`config.mk`:
```
export PLATFORM = sky130hd
export DESIGN_NAME = vga_sync_receiver_flat
export DESIGN_NICKNAME = d
export VERILOG_FILES = /design/src/rtl/vga_sync_receiver_if.sv /design/src/rtl/vga_sync_receiver.sv /design/src/flat_wrapper.sv
export SDC_FILE = /design/constraint.sdc
export NUM_CORES = 1
export LEC_CHECK = 0
export CAP_MARGIN = 15
export CORE_ASPECT_RATIO = 1.2
export CORE_MARGIN = 4
export CORE_UTILIZATION = 58
export DETAILED_ROUTE_END_ITERATION = 12
export PLACE_DENSITY = 0.95
export SLEW_MARGIN = 20
export SYNTH_ARGS = -nofsm -noshare
export SYNTH_HDL_FRONTEND = slang
export SYNTH_SLANG_ARGS = --single-unit
export TNS_END_PERCENT = 30
```
`constraint.sdc`:
```
create_clock -name clk -period 7 [get_ports clk]
set_clock_uncertainty 0.15 [all_clocks]
set_input_delay 1.4 -clock clk [delete_from_list [all_inputs] [get_ports clk]]
set_output_delay 1.4 -clock clk [all_outputs]
set_load 0.05 [all_outputs]
```
`src/rtl/vga_sync_receiver_if.sv`:
```
// vga_sync_receiver_if: video stream, sample port and status bundle between a VGA source and the receiver.
interface vga_sync_receiver_if;
  logic        pix_en;
  logic        hSync;
  logic        vSync;
  logic        bright;
  logic [7:0]  rgb;
  logic        sample_req;
  logic [9:0]  sample_x;
  logic [9:0]  sample_y;
  logic        err_clr;
  logic [9:0]  x;
  logic [9:0]  y;
  logic        pixel_valid;
  logic [9:0]  line_len;
  logic [15:0] frame_count;
  logic        locked;
  logic        err_hlen;
  logic        err_vlen;
  logic        sample_ack;
  logic [7:0]  sample_rgb;
  modport master (
    output pix_en, hSync, vSync, bright, rgb, sample_req, sample_x, sample_y, err_clr,
    input  x, y, pixel_valid, line_len, frame_count, locked, err_hlen, err_vlen, sample_ack, sample_rgb
  );
  modport slave (
    input  pix_en, hSync, vSync, bright, rgb, sample_req, sample_x, sample_y, err_clr,
    output x, y, pixel_valid, line_len, frame_count, locked, err_hlen, err_vlen, sample_ack, sample_rgb
  );
endinterface

```
`src/rtl/vga_sync_receiver.sv`:
```
// vga_sync_receiver: recovers pixel coordinates, line/frame timing and lock from a VGA stream,
// and captures the rgb value at a requested pixel.
module vga_sync_receiver #(
  parameter int H_TOTAL     = 801,
  parameter int V_TOTAL     = 522,
  parameter int LOCK_FRAMES = 2
) (
  input logic clk,
  input logic clear,
  vga_sync_receiver_if.slave bus
);
  typedef enum logic {IDLE, WAIT} state_t;
  state_t r_state, w_next;
  logic r_d_hs, r_q_hs, r_d_vs, r_q_vs, r_d_bright;
  logic [7:0] r_d_rgb, r_sample_rgb;
  logic [9:0] r_hcnt, r_vcnt, r_line_len, r_x, r_y, r_sx, r_sy;
  logic [15:0] r_frame_count;
  logic [3:0] r_good_run;
  logic r_h_seen, r_v_seen, r_bad, r_err_h, r_err_v, r_y_pend, r_new_line, r_ack;
  logic w_hfall, w_vfall, w_locked, w_hbad, w_vmeas, w_vbad, w_good, w_hit;
  logic [9:0] w_lines;
  assign w_hfall  = bus.pix_en & r_q_hs & ~r_d_hs;
  assign w_vfall  = bus.pix_en & r_q_vs & ~r_d_vs;
  assign w_locked = r_good_run == 4'(LOCK_FRAMES);
  assign w_hbad   = w_hfall & r_h_seen & (r_hcnt != 10'(H_TOTAL));
  // an hfall coinciding with vfall closes the frame that is ending
  assign w_lines  = r_vcnt + {9'd0, w_hfall};
  assign w_vmeas  = w_vfall & r_v_seen;
  assign w_vbad   = w_vmeas & (w_lines != 10'(V_TOTAL));
  assign w_good   = ~(r_bad | w_hbad | w_vbad);
  always_ff @(posedge clk or posedge clear) begin
    if (clear) begin
      {r_d_hs, r_q_hs, r_d_vs, r_q_vs, r_d_bright} <= '0;
      r_d_rgb       <= '0;
      r_hcnt        <= '0;
      r_vcnt        <= '0;
      r_line_len    <= '0;
      r_x           <= '0;
      r_y           <= '0;
      r_frame_count <= '0;
      r_good_run    <= '0;
      {r_h_seen, r_v_seen, r_bad, r_err_h, r_err_v, r_y_pend, r_new_line} <= '0;
    end else begin
      r_err_h <= (w_hbad & w_locked) | (r_err_h & ~bus.err_clr);
      r_err_v <= (w_vbad & w_locked) | (r_err_v & ~bus.err_clr);
      if (bus.pix_en) begin
        r_d_hs     <= bus.hSync;
        r_q_hs     <= r_d_hs;
        r_d_vs     <= bus.vSync;
        r_q_vs     <= r_d_vs;
        r_d_bright <= bus.bright;
        r_d_rgb    <= bus.rgb;
        r_hcnt     <= w_hfall ? 10'd1 : (r_hcnt == 10'h3FF ? r_hcnt : r_hcnt + 10'd1);
        r_vcnt     <= w_vfall ? 10'd0 : (w_hfall && r_vcnt != 10'h3FF ? r_vcnt + 10'd1 : r_vcnt);
        r_bad      <= ~w_vfall & (r_bad | w_hbad);
        r_y_pend   <= w_vfall | (r_y_pend & ~bus.bright);
        r_new_line <= w_hfall | (r_new_line & ~bus.bright);
        if (w_hfall) r_h_seen <= 1'b1;
        if (w_vfall) r_v_seen <= 1'b1;
        if (w_hfall && r_h_seen) r_line_len <= r_hcnt;
        if (w_vmeas) r_frame_count <= r_frame_count + 16'd1;
        if (w_vmeas) r_good_run <= !w_good ? 4'd0 : (w_locked ? r_good_run : r_good_run + 4'd1);
        else if (w_hbad && w_locked) r_good_run <= 4'd0;
        // x restarts on each bright rising edge; y advances once per line that carries bright
        if (bus.bright) begin
          r_x <= !r_d_bright ? 10'd0 : (r_x == 10'h3FF ? r_x : r_x + 10'd1);
          r_y <= r_y_pend ? 10'd0 : (r_new_line && r_y != 10'h3FF ? r_y + 10'd1 : r_y);
        end
      end
    end
  end
  always_ff @(posedge clk or posedge clear) begin
    if (clear) r_state <= IDLE;
    else r_state <= w_next;
  end
  always_comb begin
    w_hit  = (r_state == WAIT) & bus.pix_en & r_d_bright & (r_x == r_sx) & (r_y == r_sy) & ~bus.sample_req;
    w_next = bus.sample_req ? WAIT : (w_hit ? IDLE : r_state);
  end
  always_ff @(posedge clk or posedge clear) begin
    if (clear) begin
      r_sx         <= '0;
      r_sy         <= '0;
      r_ack        <= 1'b0;
      r_sample_rgb <= '0;
    end else begin
      r_ack <= w_hit;
      if (bus.sample_req) begin
        r_sx <= bus.sample_x;
        r_sy <= bus.sample_y;
      end
      if (w_hit) r_sample_rgb <= r_d_rgb;
    end
  end
  assign bus.x           = r_x;
  assign bus.y           = r_y;
  assign bus.pixel_valid = r_d_bright;
  assign bus.line_len    = r_line_len;
  assign bus.frame_count = r_frame_count;
  assign bus.locked      = w_locked;
  assign bus.err_hlen    = r_err_h;
  assign bus.err_vlen    = r_err_v;
  assign bus.sample_ack  = r_ack;
  assign bus.sample_rgb  = r_sample_rgb;
endmodule
```
`src/flat_wrapper.sv`:
```
// flat-port wrapper written by rule: the top's interface ports become plain ports
module vga_sync_receiver_flat 
#(
  parameter int H_TOTAL     = 801,
  parameter int V_TOTAL     = 522,
  parameter int LOCK_FRAMES = 2
)
  (clk, clear, bus_pix_en, bus_hSync, bus_vSync, bus_bright, bus_rgb, bus_sample_req, bus_sample_x, bus_sample_y, bus_err_clr, bus_x, bus_y, bus_pixel_valid, bus_line_len, bus_frame_count, bus_locked, bus_err_hlen, bus_err_vlen, bus_sample_ack, bus_sample_rgb);
  vga_sync_receiver_if bus_i ();
  input logic clk;
  input logic clear;
  input wire logic [$bits(bus_i.pix_en)-1:0] bus_pix_en;
  input wire logic [$bits(bus_i.hSync)-1:0] bus_hSync;
  input wire logic [$bits(bus_i.vSync)-1:0] bus_vSync;
  input wire logic [$bits(bus_i.bright)-1:0] bus_bright;
  input wire logic [$bits(bus_i.rgb)-1:0] bus_rgb;
  input wire logic [$bits(bus_i.sample_req)-1:0] bus_sample_req;
  input wire logic [$bits(bus_i.sample_x)-1:0] bus_sample_x;
  input wire logic [$bits(bus_i.sample_y)-1:0] bus_sample_y;
  input wire logic [$bits(bus_i.err_clr)-1:0] bus_err_clr;
  output wire logic [$bits(bus_i.x)-1:0] bus_x;
  output wire logic [$bits(bus_i.y)-1:0] bus_y;
  output wire logic [$bits(bus_i.pixel_valid)-1:0] bus_pixel_valid;
  output wire logic [$bits(bus_i.line_len)-1:0] bus_line_len;
  output wire logic [$bits(bus_i.frame_count)-1:0] bus_frame_count;
  output wire logic [$bits(bus_i.locked)-1:0] bus_locked;
  output wire logic [$bits(bus_i.err_hlen)-1:0] bus_err_hlen;
  output wire logic [$bits(bus_i.err_vlen)-1:0] bus_err_vlen;
  output wire logic [$bits(bus_i.sample_ack)-1:0] bus_sample_ack;
  output wire logic [$bits(bus_i.sample_rgb)-1:0] bus_sample_rgb;
  assign bus_i.pix_en = bus_pix_en;
  assign bus_i.hSync = bus_hSync;
  assign bus_i.vSync = bus_vSync;
  assign bus_i.bright = bus_bright;
  assign bus_i.rgb = bus_rgb;
  assign bus_i.sample_req = bus_sample_req;
  assign bus_i.sample_x = bus_sample_x;
  assign bus_i.sample_y = bus_sample_y;
  assign bus_i.err_clr = bus_err_clr;
  assign bus_x = bus_i.x;
  assign bus_y = bus_i.y;
  assign bus_pixel_valid = bus_i.pixel_valid;
  assign bus_line_len = bus_i.line_len;
  assign bus_frame_count = bus_i.frame_count;
  assign bus_locked = bus_i.locked;
  assign bus_err_hlen = bus_i.err_hlen;
  assign bus_err_vlen = bus_i.err_vlen;
  assign bus_sample_ack = bus_i.sample_ack;
  assign bus_sample_rgb = bus_i.sample_rgb;
  vga_sync_receiver #(.H_TOTAL(H_TOTAL), .V_TOTAL(V_TOTAL), .LOCK_FRAMES(LOCK_FRAMES)) u_core (.clk(clk), .clear(clear), .bus(bus_i));
endmodule
```
==> flow_summary.json <==
{
  "synth_area_mm2": 0.00575,
  "place_congestion": 0.845,
  "synth_warnings": 0,
  "synth-seq-cells": 120,
  "dieArea_mm2": 0.0116,
  "vias": 4555,
  "synth_edf_count": 0,
  "slew_viol_final": 0,
  "htreeDepth": 4,
  "synth.most_common_cell": "dfrtp_1",
  "yosys-top-cells-count": "dfrtp_1 (120), nor2_1 (54), nand2_1 (42), mux2_2 (41), xnor2_1 (33)",
  "vias_per_cell": 6.05,
  "criticalPathCategory": "in -> reg",
  "die_w_um": 98.9,
  "antenna_found_initial": 0,
  "postSynthCellCount": 519,
  "synthArstFlopShare_pct": 100,
  "cts_buffer_depth": 2,
  "placed_cell_area_mm2": 0.00678,
  "crit_family": "buffers and inverters",
  "slowest_stage": "clkdlybuf4s50_1",
  "nets": 662,
  "drt.antenna.violating_nets": 0,
  "worstSkewPairLatency_ns": 0.42,
  "crit_buf_inv": 2,
  "rows": 39,
  "drt_iter0_markers": 297,
  "cp-start-kind": "primary input",
  "tritoncts": "yes",
  "drc": 0,
  "rsz0062_at_grt": "false",
  "cts_resized": 0,
  "die_y_um": 117,
  "status": "finished, final reports clean",
  "timing.rr.end": "u_core.r_good_run[2]",
  "synthTopCellsByArea": "dfrtp_1 (52%), mux2_2 (8.0%), xnor2_1 (5.0%), xor2_1 (3.7%), nor2_1 (3.5%)",
  "cts_hold_buf": 0,
  "finalWirelength_um": 14400,
  "synth_top_area_share_pct": 52.2,
  "min_from": "u_core.r_h_seen",
  "final_layout_size_suffix_gt1_share_pct": 14.8,
  "fmax_mhz": 215,
  "min_period_ns": 4.65,
  "grt_max_degree": 79,
  "track_usage_pct": 26.0,
  "tightestPinTransition_ns": 1.04,
  "cp-end-kind": "flop",
  "path_clk_slew_ns": 0.05,
  "r2r-start": "u_core.r_d_hs",
  "design.core.area_mm2": 0.00961,
  "maxSlewHeadroom_pct": 30.7,
  "yosysUniqueCellTypes": 60,
  "fin_area_mm2": 0.00731,
  "cap_violations": 0,
  "critPathMaxStageDelay_ns": 0.98,
  "synth_top_cell_by_area": "dfrtp_1",
  "path_depth": 9,
  "setup-tns-final_ns": 0,
  "io_pins": 95,
  "cts_root_buf": "clkbuf_16",
  "power.leakage_uw": 0.00315,
  "seq_area_frac_synth_pct": 52.2,
  "whs_ns": 0.336,
  "critPathMaxFanout": 19,
  "fillers": 573,
  "cp_cell_sequence": "clkdlybuf4s50_1 -> nand3b_1 -> inv_1 -> ha_1 -> nor4_1 -> nand4_1 -> a211oi_1 -> a41oi_1 -> o41ai_2",
  "avgSynthCellArea_um2": 11.1,
  "finalCritPeriodShare_pct": 66.4,
  "min_to": "u_core.r_h_seen",
  "grt_pass1_vias": 4762,
  "p_per_area_mw_per_mm2": 283,
  "area_delta_synth_final_pct": 27.0,
  "drt-pass1-iter-count": 5,
  "grt_pass1_wl_um": 23500,
  "start_util_pct": 59.9,
  "arrival_ns": 4.81,
  "total_power_uw": 2070,
  "hpwl_um": 9770,
  "vdd.ir_drop.worst_mv": 0.223,
  "cts_buffers": 17,
  "hp-class": "reg -> reg",
  "required_ns": 7.16,
  "ys.flop_type": "dfrtp_1",
  "setup_viol": 0,
  "cts_setup_buffers": 0,
  "r2r.worst_path.cells": 8,
  "grt_overflow": 0,
  "synthesis.nets": 565,
  "cts_sinks": 120,
  "hold_viol": 0,
  "min_path_cells": 1,
  "io_buffers": 94,
  "post_drt_wl_per_cell_um": 19.2,
  "reg2reg_slack_ns": 4.01
}
## worst max path at each step
stage / from / endpoint
floorplan: clear / u_core.bus.err_hlen
CTS: bus_pix_en / u_core.r_good_run[2]
detailed placement: bus_pix_en / u_core.r_good_run[2]
global placement: bus_pix_en / u_core.r_good_run[2]
global route: bus_pix_en / u_core.r_good_run[2]
finish: bus_pix_en / u_core.r_good_run[2]
## per-stage QoR
stage,setup WS (ns),cells,util (%)
CTS,2.44,752,76.0
global placement,2.33,720,70.5
global route,2.17,752,76.0
floorplan,2.26,519,-
finish,2.35,753,76.0
detailed placement,2.08,720,70.5
## flip-flops by register name, indices dropped and copies added, names as in the netlist, 4 cells and up
signal,cells
u_core.bus.frame_count,16
u_core.r_vcnt,10
u_core.bus.y,10
u_core.r_d_rgb,8
u_core.bus.x,10
u_core.r_sy,10
u_core.bus.sample_rgb,8
u_core.r_good_run,4
u_core.r_hcnt,10
u_core.r_sx,10
u_core.bus.line_len,10
## cells in the final DEF, fill, tap and decap left out, drive strengths merged, types with 8 or more instances in the layout
cell type	synthesis	layout
nand4	21	21
nand3	21	21
inv	17	17
clkinv	0	9
ha	10	10
mux2	49	49
clkbuf	9	22
xnor2	33	33
dfrtp	120	120
xor2	24	24
o21ai	15	15
clkdlybuf4s50	0	94
and3	9	9
a31oi	8	8
nor2	55	55
nor3	8	8
a21oi	11	11
nand2	42	42
## cells by family (layout without fill, tap and decap cells)
group	Yosys count	after routing	share of synthesized area (%)
compound gates	51	51	5.83
xor+xnor	57	57	8.68
fa+ha+maj	10	10	2.17
buf+inv	34	144	2.50
flops	120	120	52.2
mux	53	53	10.8
other cells	0	1	0
simple gates	194	194	17.8
## metal layers
layer	vias to the layer above	wire, µm	share of wire (%)	track usage, %
met5	-	0	0	0
met4	0	472	3.3	12.4
met3	53	1110	7.7	7.94
met2	255	7630	53	46.1
met1	2217	5230	36	28.8
li1	2030	-	-	-
## worst reg2reg max path: stages, from the launching register on
cell      delay [ns]
dfrtp_1         0.39
nand3b_1        0.28
inv_1           0.43
ha_1            0.32
nor4_1          0.42
nand4_1         0.20
a211oi_1        0.43
a41oi_1         0.19
o41ai_2         0.07
## power breakdown
| part | switching [µW] | leakage, µW | internal, µW |
|---|---|---|---|
| Clock | 299 | 0.000269 | 473 |
| Sequential | 95.0 | 0.00155 | 770 |
| Combinational | 261 | 0.00133 | 172 |
| Total | 655 | 0.00315 | 1410 |
## area by class of cell
| type | instances | area [µm²] | share of cell area [%] |
|---|---|---|---|
| flip-flops and latches | 120 | 3000 | 41.1 |
| multi-input cells | 365 | 2610 | 35.7 |
| repair buffers | 95 | 948 | 13.0 |
| clock buffers | 22 | 474 | 6.49 |
| well taps | 123 | 154 | 2.11 |
| inverters | 17 | 66.3 | 0.907 |
| clock inverters | 10 | 52.6 | 0.719 |
| diodes | 1 | 2.50 | 0.0342 |
Note: power is estimated with default switching activity, not from simulation.
==> RTL edit 1: new RTL, config.mk and constraints unchanged <==
`V_TOTAL` is set to 522 in 2 places; all go to 261.
--- a/src/rtl/vga_sync_receiver.sv
+++ b/src/rtl/vga_sync_receiver.sv
@@ -2,7 +2,7 @@
 // and captures the rgb value at a requested pixel.
 module vga_sync_receiver #(
   parameter int H_TOTAL     = 801,
-  parameter int V_TOTAL     = 522,
+  parameter int V_TOTAL     = 261,
   parameter int LOCK_FRAMES = 2
 ) (
   input logic clk,
--- a/src/flat_wrapper.sv
+++ b/src/flat_wrapper.sv
@@ -2,7 +2,7 @@
 module vga_sync_receiver_flat 
 #(
   parameter int H_TOTAL     = 801,
-  parameter int V_TOTAL     = 522,
+  parameter int V_TOTAL     = 261,
   parameter int LOCK_FRAMES = 2
 )
   (clk, clear, bus_pix_en, bus_hSync, bus_vSync, bus_bright, bus_rgb, bus_sample_req, bus_sample_x, bus_sample_y, bus_err_clr, bus_x, bus_y, bus_pixel_valid, bus_line_len, bus_frame_count, bus_locked, bus_err_hlen, bus_err_vlen, bus_sample_ack, bus_sample_rgb);
Behaviour: no difference found for any inputs over 4 cycles, from zero or initial values; that may be too few to reach the edited logic, so the function may still have changed.
==> RTL edit 1 against the original RTL <==
Total power grew 0.97%; area after synthesis fell by 1.1%; wire length shrank 4.3%; non-clock buffer count grew 1; largest power group unchanged; final area decreased by 0.26%; largest cell class unchanged; setup slack gained 0.016 ns; utilization up 0.19 points; sequential cell count unchanged.
==> RTL edit 1: results (changes against the original RTL) <==
run status finished clean; Worst Tran Pin Value 0.9394 ns (-0.09680 ns); H-tree levels 4 (unchanged); First-pass DRT Iterations 6 (+1); critical path peak fanout 29 (+10); pre-CTS WS 1.991 ns (-0.08594 ns); wire length on met2 7076 µm (-7.2%); antenna fix cells 0 (-1); Post-Syn Nets 557 (-1.4%); R2R Path Start u_core.r_d_hs; Hold Path Class reg2reg; hold worst-path end u_core.bus.frame_count[15]; cell depth of the worst flop-to-flop path 9 (+1); number of DRC markers in iteration 0 223 (-25%); CTS Root Cell clkbuf_16; synth warn 0 (unchanged); antenna violations before repair 0 (unchanged); delay of the slowest critical-path stage 0.66 ns (-0.32 ns); IO buf count 94 (unchanged); LEAKAGE 3.139 nW (-0.42%); synth top area cells dfrtp_1, mux2_2, xnor2_1; number of setup buffers added after CTS 0 (unchanged); Met3 Routed Length 992 µm (-11%); sequential area share after synthesis 52.76% (+0.57 points); post-synth cell types 50 (-17%); Worst setup endpoint u_core.r_good_run[0]; maximum VDD drop 0.2394 mV (+7.4%); clock buffer depth 2 (unchanged); CP max stage cell a2111oi_2; Hold Startpoint u_core.bus.frame_count[15]; Routed WL per cell 18.52 µm (-3.4%); Top Metal Used met4; Critical Path AT 4.82 ns (about the same); Met1 Wirelength 5228 µm (about the same); crit path launch bus_pix_en; drt via density 6.042 (-0.13%); Hold Crit Depth 1 (unchanged); clk_lat worst skew 0.41 ns; GR Util All Layers 25.49% (-0.56 points); layout cells sized above 1 14.29% (-0.50 points); Final period util 66.14% (-0.23 points); RD Place Congestion 0.9245 (+9.4%); Filler cells 577 (+0.70%); largest net degree at the start of global routing 70 (-11%); Post-synth top cells dfrtp_1, mux2_2, nor2_1; max reg flops 16 (unchanged); post-cts sizing count 0 (unchanged); CTS clock-pin slew for the worst setup and hold paths 0.05 ns (about the same); first-pass GRT wire length 22940 µm (-2.4%); CTS buffer count 17 (unchanged); Async SR Flop Fraction 100.0% (unchanged); vias in the first global route 4785 (+0.48%); R2R Setup Slk 3.70 ns (-0.31 ns); nets 656 (-0.91%); DPL Wire Length 9135 µm (-6.5%)
RTL edit 1: final cells by class:
type                            count  area, µm²  area share (%)
Tap cell                          123      153.9           2.111
Timing Repair Buffer               96      955.9           13.11
Clock buffer                       18      439.2           6.025
Multi-Input combinational cell    364       2585           35.46
Sequential cell                   120       3003           41.19
Inverter                           11      43.79          0.6008
Clock inverter                     14      108.9           1.493
RTL edit 1: kinds of logic (layout without fill, tap and decap cells):
kind of cell / after synthesis / after routing / synth area share, %
buffers and inverters: 27 / 139 / 1.825
AOI/OAI and AO/OA: 66 / 66 / 7.386
DFF: 120 / 120 / 52.76
muxes: 53 / 53 / 10.46
xor gates and xnor gates: 57 / 57 / 8.771
and+or+nand+nor: 178 / 178 / 16.60
adders and majority gates: 10 / 10 / 2.198
RTL edit 1: through the flow:
stage	hold slack, ns	instances	instance area, µm²	total power, W
CTS	0.3263	746	7289	0.002097
detailed placement	0.3086	714	6741	0.001290
global route	0.3481	746	7289	0.002181
finish	0.3306	746	7289	0.002090
floorplan	0.2851	511	5692	0.001137
global placement	0.3072	714	6741	0.001265
RTL edit 1: report_power, final:
part           leakage, nW  internal, W  switching, W
sequential            1.55     0.000772     0.0000901
combinational         1.33     0.000170      0.000259
clock                0.267     0.000490      0.000309
total                 3.14      0.00143      0.000658
RTL edit 1: layer usage:
metal	up-vias	global-route usage [%]
met2	224	44.43
li1	2023	-
met3	57	6.571
met4	0	13.66
met5	-	0
met1	2203	28.94
RTL edit 1: worst max-delay path, delay by kind of cell:
kind                     cells  cell delay (ns)
AO/OA/AOI/OAI                2             0.85
buffers and inverters        3             1.12
adder cells (fa/ha/maj)      2             0.51
AND/OR/NAND/NOR              4             0.92
